--- src/rtl/video_stream_gen.sv ---
// video_stream_gen: synthetic video source driving a di/de/hs/vs style
// interface. Active and blanking geometry and the test pattern are
// programmable at runtime and latched once per frame; the pixel cadence
// (DE_PERIOD) is fixed at compile time.
// Optional build macro VIDEO_STREAM_GEN_FRAME_CNT_EN adds a 16-bit frame_cnt
// output and turns pattern 1 into a ramp that scrolls by one step per frame.
module video_stream_gen #(
  parameter int DE_PERIOD  = 0,
  parameter int DATA_WIDTH = 12,
  parameter int CNT_WIDTH  = 16
) (
  input  logic                  clk,
  input  logic                  rst,
  input  logic                  en,
  input  logic [CNT_WIDTH-1:0]  h_active,
  input  logic [CNT_WIDTH-1:0]  h_blank,
  input  logic [CNT_WIDTH-1:0]  v_active,
  input  logic [CNT_WIDTH-1:0]  v_blank,
  input  logic [1:0]            pattern,
  output logic [DATA_WIDTH-1:0] do_o,
  output logic                  de_o,
  output logic                  hs_o,
  output logic                  vs_o,
  output logic                  frame_done,
  output logic                  cfg_err
`ifdef VIDEO_STREAM_GEN_FRAME_CNT_EN
  ,
  output logic [15:0]           frame_cnt
`endif
);

  // Slot length in clocks, slot counter width, and a line-length width wide
  // enough for h_active*P + h_blank without overflow.
  localparam int P  = (DE_PERIOD > 1) ? DE_PERIOD : 1;
  localparam int SW = (P > 1) ? $clog2(P) : 1;
  localparam int LW = CNT_WIDTH + SW + 1;

  typedef enum logic [2:0] {IDLE, LEAD, ACT, HBL, VBL} state_t;

  state_t                 state_reg, state_next;
  logic [CNT_WIDTH-1:0]   cnt_reg, cnt_next;     // LEAD/HBL cycle counter
  logic [CNT_WIDTH-1:0]   x_reg, x_next;         // pixel index in line
  logic [CNT_WIDTH-1:0]   y_reg, y_next;         // line index (blank line index in VBL)
  logic [SW-1:0]          slot_reg, slot_next;   // cycle within a pixel slot
  logic [LW-1:0]          lcnt_reg, lcnt_next;   // cycle within a blank line

  // Latched frame configuration
  logic [CNT_WIDTH-1:0]   ha_reg, hb_reg, va_reg, vb_reg;
  logic [1:0]             pat_reg;
  logic [LW-1:0]          line_len_reg;

  logic                   cfg_valid;
  logic [CNT_WIDTH-1:0]   hb_in;
  logic [LW-1:0]          line_len_in;
  logic                   latch_cfg;
  logic                   err_set;

  logic [DATA_WIDTH-1:0]  do_reg, do_next;
  logic                   de_reg, de_next;
  logic                   hs_reg, hs_next;
  logic                   vs_reg, vs_next;
  logic                   fd_reg, fd_next;
  logic                   cfg_err_reg;

  logic [DATA_WIDTH-1:0]  checker_word;
  logic [DATA_WIDTH-1:0]  pix_value;

  // A zero h_blank still needs one blanking cycle so hs_o is visible.
  assign cfg_valid   = (h_active != '0) && (v_active != '0);
  assign hb_in       = (h_blank == '0) ? CNT_WIDTH'(1) : h_blank;
  assign line_len_in = LW'(h_active) * LW'(P) + LW'(hb_in);

`ifdef VIDEO_STREAM_GEN_FRAME_CNT_EN
  logic [15:0] frame_cnt_reg;

  // Frame counter advances with every frame_done pulse and wraps freely.
  always_ff @(posedge clk or negedge rst) begin
    if (!rst) frame_cnt_reg <= '0;
    else if (fd_next) frame_cnt_reg <= frame_cnt_reg + 16'd1;
  end

  assign frame_cnt = frame_cnt_reg;
`endif

  // Checker tile bit replicated across the whole pixel word (8x8 tiles).
  for (genvar gi = 0; gi < DATA_WIDTH; gi++) begin : g_checker
    assign checker_word[gi] = x_reg[3] ^ y_reg[3];
  end

  // Pixel value for the current x/y under the latched pattern.
  always_comb begin
    pix_value = '0;
    case (pat_reg)
      2'd0: pix_value = DATA_WIDTH'(x_reg);
`ifdef VIDEO_STREAM_GEN_FRAME_CNT_EN
      2'd1: pix_value = DATA_WIDTH'(y_reg) + DATA_WIDTH'(frame_cnt_reg);
`else
      2'd1: pix_value = DATA_WIDTH'(y_reg);
`endif
      2'd2: pix_value = checker_word;
      default: pix_value = DATA_WIDTH'(x_reg) + DATA_WIDTH'(y_reg);
    endcase
  end

  // State and counter registers, plus the per-frame configuration latch.
  always_ff @(posedge clk or negedge rst) begin
    if (!rst) begin
      state_reg    <= IDLE;
      cnt_reg      <= '0;
      x_reg        <= '0;
      y_reg        <= '0;
      slot_reg     <= '0;
      lcnt_reg     <= '0;
      ha_reg       <= '0;
      hb_reg       <= '0;
      va_reg       <= '0;
      vb_reg       <= '0;
      pat_reg      <= '0;
      line_len_reg <= '0;
    end else begin
      state_reg <= state_next;
      cnt_reg   <= cnt_next;
      x_reg     <= x_next;
      y_reg     <= y_next;
      slot_reg  <= slot_next;
      lcnt_reg  <= lcnt_next;
      if (latch_cfg) begin
        ha_reg       <= h_active;
        hb_reg       <= hb_in;
        va_reg       <= v_active;
        vb_reg       <= v_blank;
        pat_reg      <= pattern;
        line_len_reg <= line_len_in;
      end
    end
  end

  // Next-state and counter sequencing; en is only looked at in IDLE and at
  // the last VBL cycle, so mid-frame en/config changes are ignored.
  always_comb begin
    state_next = state_reg;
    cnt_next   = cnt_reg;
    x_next     = x_reg;
    y_next     = y_reg;
    slot_next  = slot_reg;
    lcnt_next  = lcnt_reg;
    latch_cfg  = 1'b0;
    err_set    = 1'b0;
    case (state_reg)
      IDLE: begin
        if (en) begin
          if (cfg_valid) begin
            state_next = LEAD;
            latch_cfg  = 1'b1;
            cnt_next   = '0;
          end else begin
            err_set = 1'b1;
          end
        end
      end
      LEAD: begin
        if (cnt_reg == hb_reg - CNT_WIDTH'(1)) begin
          state_next = ACT;
          cnt_next   = '0;
          x_next     = '0;
          y_next     = '0;
          slot_next  = '0;
        end else begin
          cnt_next = cnt_reg + CNT_WIDTH'(1);
        end
      end
      ACT: begin
        if (slot_reg == SW'(P - 1)) begin
          slot_next = '0;
          if (x_reg == ha_reg - CNT_WIDTH'(1)) begin
            state_next = HBL;
            cnt_next   = '0;
          end else begin
            x_next = x_reg + CNT_WIDTH'(1);
          end
        end else begin
          slot_next = slot_reg + SW'(1);
        end
      end
      HBL: begin
        if (cnt_reg == hb_reg - CNT_WIDTH'(1)) begin
          cnt_next = '0;
          if (y_reg == va_reg - CNT_WIDTH'(1)) begin
            state_next = VBL;
            y_next     = '0;
            lcnt_next  = '0;
          end else begin
            state_next = ACT;
            y_next     = y_reg + CNT_WIDTH'(1);
            x_next     = '0;
            slot_next  = '0;
          end
        end else begin
          cnt_next = cnt_reg + CNT_WIDTH'(1);
        end
      end
      VBL: begin
        if ((vb_reg == '0) ||
            ((lcnt_reg == line_len_reg - LW'(1)) && (y_reg == vb_reg - CNT_WIDTH'(1)))) begin
          if (en && cfg_valid) begin
            state_next = LEAD;
            latch_cfg  = 1'b1;
            cnt_next   = '0;
          end else begin
            state_next = IDLE;
            err_set    = en;
          end
        end else if (lcnt_reg == line_len_reg - LW'(1)) begin
          lcnt_next = '0;
          y_next    = y_reg + CNT_WIDTH'(1);
        end else begin
          lcnt_next = lcnt_reg + LW'(1);
        end
      end
      default: state_next = IDLE;
    endcase
  end

  // Output decode from the current state; do_o holds between pixels.
  always_comb begin
    do_next = do_reg;
    de_next = 1'b0;
    hs_next = 1'b0;
    vs_next = 1'b0;
    fd_next = 1'b0;
    case (state_reg)
      IDLE: do_next = '0;
      LEAD: begin
        vs_next = 1'b1;
        hs_next = 1'b1;
      end
      ACT: begin
        vs_next = 1'b1;
        if (slot_reg == '0) begin
          de_next = 1'b1;
          do_next = pix_value;
        end
      end
      HBL: begin
        vs_next = 1'b1;
        hs_next = 1'b1;
      end
      VBL: begin
        hs_next = 1'b1;
        fd_next = (lcnt_reg == '0) && (y_reg == '0);
      end
      default: do_next = '0;
    endcase
  end

  // Output registers: everything leaves the block one cycle after decode.
  always_ff @(posedge clk or negedge rst) begin
    if (!rst) begin
      do_reg <= '0;
      de_reg <= 1'b0;
      hs_reg <= 1'b0;
      vs_reg <= 1'b0;
      fd_reg <= 1'b0;
    end else begin
      do_reg <= do_next;
      de_reg <= de_next;
      hs_reg <= hs_next;
      vs_reg <= vs_next;
      fd_reg <= fd_next;
    end
  end

  // Sticky configuration error, released only by dropping en.
  always_ff @(posedge clk or negedge rst) begin
    if (!rst) cfg_err_reg <= 1'b0;
    else if (!en) cfg_err_reg <= 1'b0;
    else if (err_set) cfg_err_reg <= 1'b1;
  end

  assign do_o       = do_reg;
  assign de_o       = de_reg;
  assign hs_o       = hs_reg;
  assign vs_o       = vs_reg;
  assign frame_done = fd_reg;
  assign cfg_err    = cfg_err_reg;

endmodule

--- config.mk ---
export PLATFORM = sky130hd
export DESIGN_NAME = video_stream_gen
export DESIGN_NICKNAME = d
export VERILOG_FILES = /design/src/rtl/video_stream_gen.sv
export SDC_FILE = /design/constraint.sdc
export NUM_CORES = 1
export LEC_CHECK = 0
export BUFFER_PORTS_ARGS = -buffer_cell sky130_fd_sc_hd__buf_4
export CORE_UTILIZATION = 40
export CTS_BUF_LIST = sky130_fd_sc_hd__clkbuf_8
export DETAILED_ROUTE_END_ITERATION = 12
export HOLD_SLACK_MARGIN = 0.06
export REMOVE_ABC_BUFFERS = 1
export SLEW_MARGIN = 10
export SYNTH_ARGS = -nofsm -noshare
export SYNTH_HDL_FRONTEND = slang
export SYNTH_SLANG_ARGS = --single-unit
--- constraint.sdc ---
create_clock -name clk -period 4.2 [get_ports clk]
set_input_delay 0.42 -clock clk [delete_from_list [all_inputs] [get_ports clk]]
set_output_delay 0.42 -clock clk [all_outputs]
set_load 0.01 [all_outputs]
==> flow_summary_export.csv <==
group,metric,value,unit
synth,ys_ff_latch,169,
clock_tree,h-tree-depth,4,
sta,clock_skew,0.0148,ns
layout,stdcell_count,1799,
sta,hold_viol,0,
synth,async_flop_share,100,%
power_and_ir_drop,intPower,2.34,mW
clock_tree,cts_sinks,169,
sta,rsz0062_at_grt,"no",
synth,synth.avg_cell_area,9.23,um^2
drt,vias,10400,
drt,met1Wirelength,15.9,mm
layout,drive_gt1_share,18.2,%
place,gp_congestion,0.851,
sta,fin_setup_tns,0,ns
setup_path,critPathArrivalTime,4.35,ns
place,dpl.hpwl,23.9,mm
drt,met3_length,1.50,mm
clock_tree,cts-buffers-inserted,17,
layout,final_common_cell,"dfrtp_1",
drt,drcViolationCount,0,
sta,hold_slack,0.160,ns
layout,final_cell_mix,"168 x dfrtp_1, 109 x nor2_1, 107 x buf_4, 81 x nand2_1, 75 x xnor2_1",
global_route,antenna_found_initial,0,
clock_tree,postCtsSetupRepairBufs,0,
sta,worst_pin_slew,0.867,ns
synth,ys.flop_type,"dfrtp_1",
layout,largest_reg_flops,18,
sta,timing.final.crit_share,94.9,%
place,placedInstanceArea,0.0133,mm^2
clock_tree,path_clk_slew,0.10,ns
setup_path,path_max_fanout,24,
floorplanning,start_util,40.7,%
global_route,grt_pass1_wl,52.7,mm
synth,yosys_warnings,0,
floorplanning,core,0.0306,mm^2
setup_path,cp-end-kind,"register",
floorplanning,fp.dieH,178,um
layout,fillCellCount,2956,
power_and_ir_drop,power_frac_comb,7.2,%
power_and_ir_drop,seqPwrFrac,51.1,%
sta,final_max_slew_viol_count,0,
synth,postSynthCellCount,1348,
clock_tree,clk_latency,0.48,ns
layout,final_nets,1499,
layout,multi_input_area,0.00755,mm^2
global_route,grt.total_usage,21.1,%
power_and_ir_drop,ir_drop,142,uV
setup_path,critPathLaunchType,"register",
power_and_ir_drop,swShare,26.3,%
drt,wl,32.9,mm
sta,max_freq,251,MHz
setup_path,required,4.56,ns
floorplanning,dieArea,0.0318,mm^2
outcome,status,"finished clean",
floorplanning,num_rows,64,
setup_path,worst-setup-path-type,"register to register",
power_and_ir_drop,cellLeakagePower,6.05,nW
clock_tree,cts_max_path_buffers,2,
power_and_ir_drop,powerDensity,230,mW/mm^2
synth,ys_seq_area_share,34.0,%
hold_path,hp-class,"primary input to register",
layout,areaGrowthSynthToFinish,11.1,%
layout,design_area,0.0138,mm^2
global_route,grt_pass1_vias,9585,
synth,synthDistinctLibCells,87,
floorplanning,pin_count,86,
drt,routed.top_layer,"met4",
synth,synth_edf_count,0,
global_route,grt_max_degree,86,
run,drv_cap,0,
layout,regArea,0.00423,mm^2
place,numPortBuffers,85,
sta,finalSetupViolations,0,
floorplanning,die_x,178,um
power_and_ir_drop,p_clk_share,41.6,%
drt,route.met2.wl,15.0,mm
global_route,overflow,0,
drt,via_per_inst,5.78,
sta,period_minus_slack,3.98,ns
drt,wl_per_cell,18.3,um
synth,syn_area,0.0124,mm^2
sta,slew-limit-headroom,42.2,%
drt,drt_iter0_drc,864,
drt,antenna_left,0,
power_and_ir_drop,switchingPower,0.835,mW
drt,dr.pass1.iters,5,
place,dp_cells,1765,
layout,n_antenna_cell,0,
clock_tree,cts_tree,"done",
clock_tree,cts_root_buf,"clkbuf_8",
final cells by class:
class,count,area share [%]
Clock buffer,18,1.79
Tap cell,396,3.59
Multi-Input combinational cell,1038,54.7
Timing Repair Buffer,114,6.66
Inverter,50,1.36
Sequential cell,169,30.6
Clock inverter,14,1.32
per-stage QoR:
| stage | util (%) | power [mW] | setup slack (ns) |
|---|---|---|---|
| 4_1_cts | 45.1 | 3.21 | 0.148 |
| 2_1_floorplan | - | 1.75 | -1.30 |
| 3_5_place_dp | 43.6 | 1.89 | 0.184 |
| 5_1_grt | 45.2 | 3.29 | 0.0107 |
| 3_3_place_gp | 43.6 | 1.89 | 0.230 |
| 6_report | 45.2 | 3.18 | 0.215 |
layer usage:
| layer | GRT usage [%] | vias up |
|---|---|---|
| li1 | - | 5048 |
| met1 | 30.6 | 5047 |
| met2 | 32.6 | 276 |
| met3 | 2.75 | 32 |
| met4 | 6.32 | 0 |
| met5 | 0 | - |
final timing paths:
| path | startpoint | endpoint | slack (ns) | cells after the start |
|---|---|---|---|---|
| worst min register to register | do_o[5] | do_o[5] | 0.50 | 2 |
| worst max-delay path | vb_reg[0] | ha_reg[9] | 0.22 | 12 |
| max in group asynchronous | rst | y_reg[1] | 2.68 | 3 |
| worst max register to register | vb_reg[0] | ha_reg[9] | 0.22 | 12 |
| worst min-delay path | v_blank[14] | vb_reg[14] | 0.16 | 2 |
| min in group asynchronous | rst | cnt_reg[14] | 0.54 | 2 |
Yosys cell counts, types with 12 or more instances:
cell type / count / area (um^2)
a21oi_1: 72 / 360
inv_1: 49 / 184
a21o_1: 18 / 135
dfrtp_1: 169 / 4230
and3_1: 23 / 144
nor4_1: 41 / 257
clkbuf_1: 71 / 267
nand3_1: 41 / 205
nor2_1: 109 / 409
o21ai_0: 47 / 235
or2_2: 12 / 75.1
nand4_1: 21 / 131
mux2_4: 60 / 901
a22o_1: 15 / 131
nor2b_1: 14 / 87.6
or3_1: 31 / 194
o21a_1: 19 / 143
ha_1: 38 / 475
nor3_1: 34 / 170
mux2i_1: 17 / 170
xor2_1: 37 / 324
a31oi_1: 26 / 163
nand2_1: 81 / 304
mux2_2: 15 / 169
xnor2_1: 75 / 657
or4_1: 14 / 105
power groups by stage:
stage / registers, mW / logic [mW] / clock network [mW]
3_5_place_dp: 1.66 / 0.230 / 0
5_1_grt: 1.63 / 0.254 / 1.41
4_1_cts: 1.63 / 0.232 / 1.35
6_report: 1.63 / 0.229 / 1.32
3_3_place_gp: 1.66 / 0.228 / 0
2_1_floorplan: 1.66 / 0.0950 / 0
worst max-delay path, cell delays in order (launching register included):
cell     delay (ns)
dfrtp_2        0.46
inv_1          0.07
ha_1           0.18
or4b_1         0.47
or4_4          0.51
xnor2_2        0.18
nand2_1        0.06
or4_1          0.56
nor3b_4        0.26
nand2_2        0.10
a31oi_4        0.31
buf_6          0.36
mux2_4         0.33
timing repair:
| item | in CTS | in global routing |
|---|---|---|
| hold buffers | 1 | 0 |
| endpoints found under the setup margin | 0 | 42 |
| resized for setup | 0 | 5 |
| endpoints found under the hold margin | 49 | 0 |
cells by family after synthesis:
family | count (synthesis) | share of synthesized area [%]
AO/OA/AOI/OAI | 310 | 17.3
XOR/XNOR | 113 | 8.02
adder cells (fa/ha/maj) | 40 | 4.14
AND/OR/NAND/NOR | 477 | 20.5
flip-flops | 169 | 34.0
buffers and inverters | 141 | 5.38
multiplexers | 98 | 10.7
No activity file was read; power rests on OpenSTA's default activity.
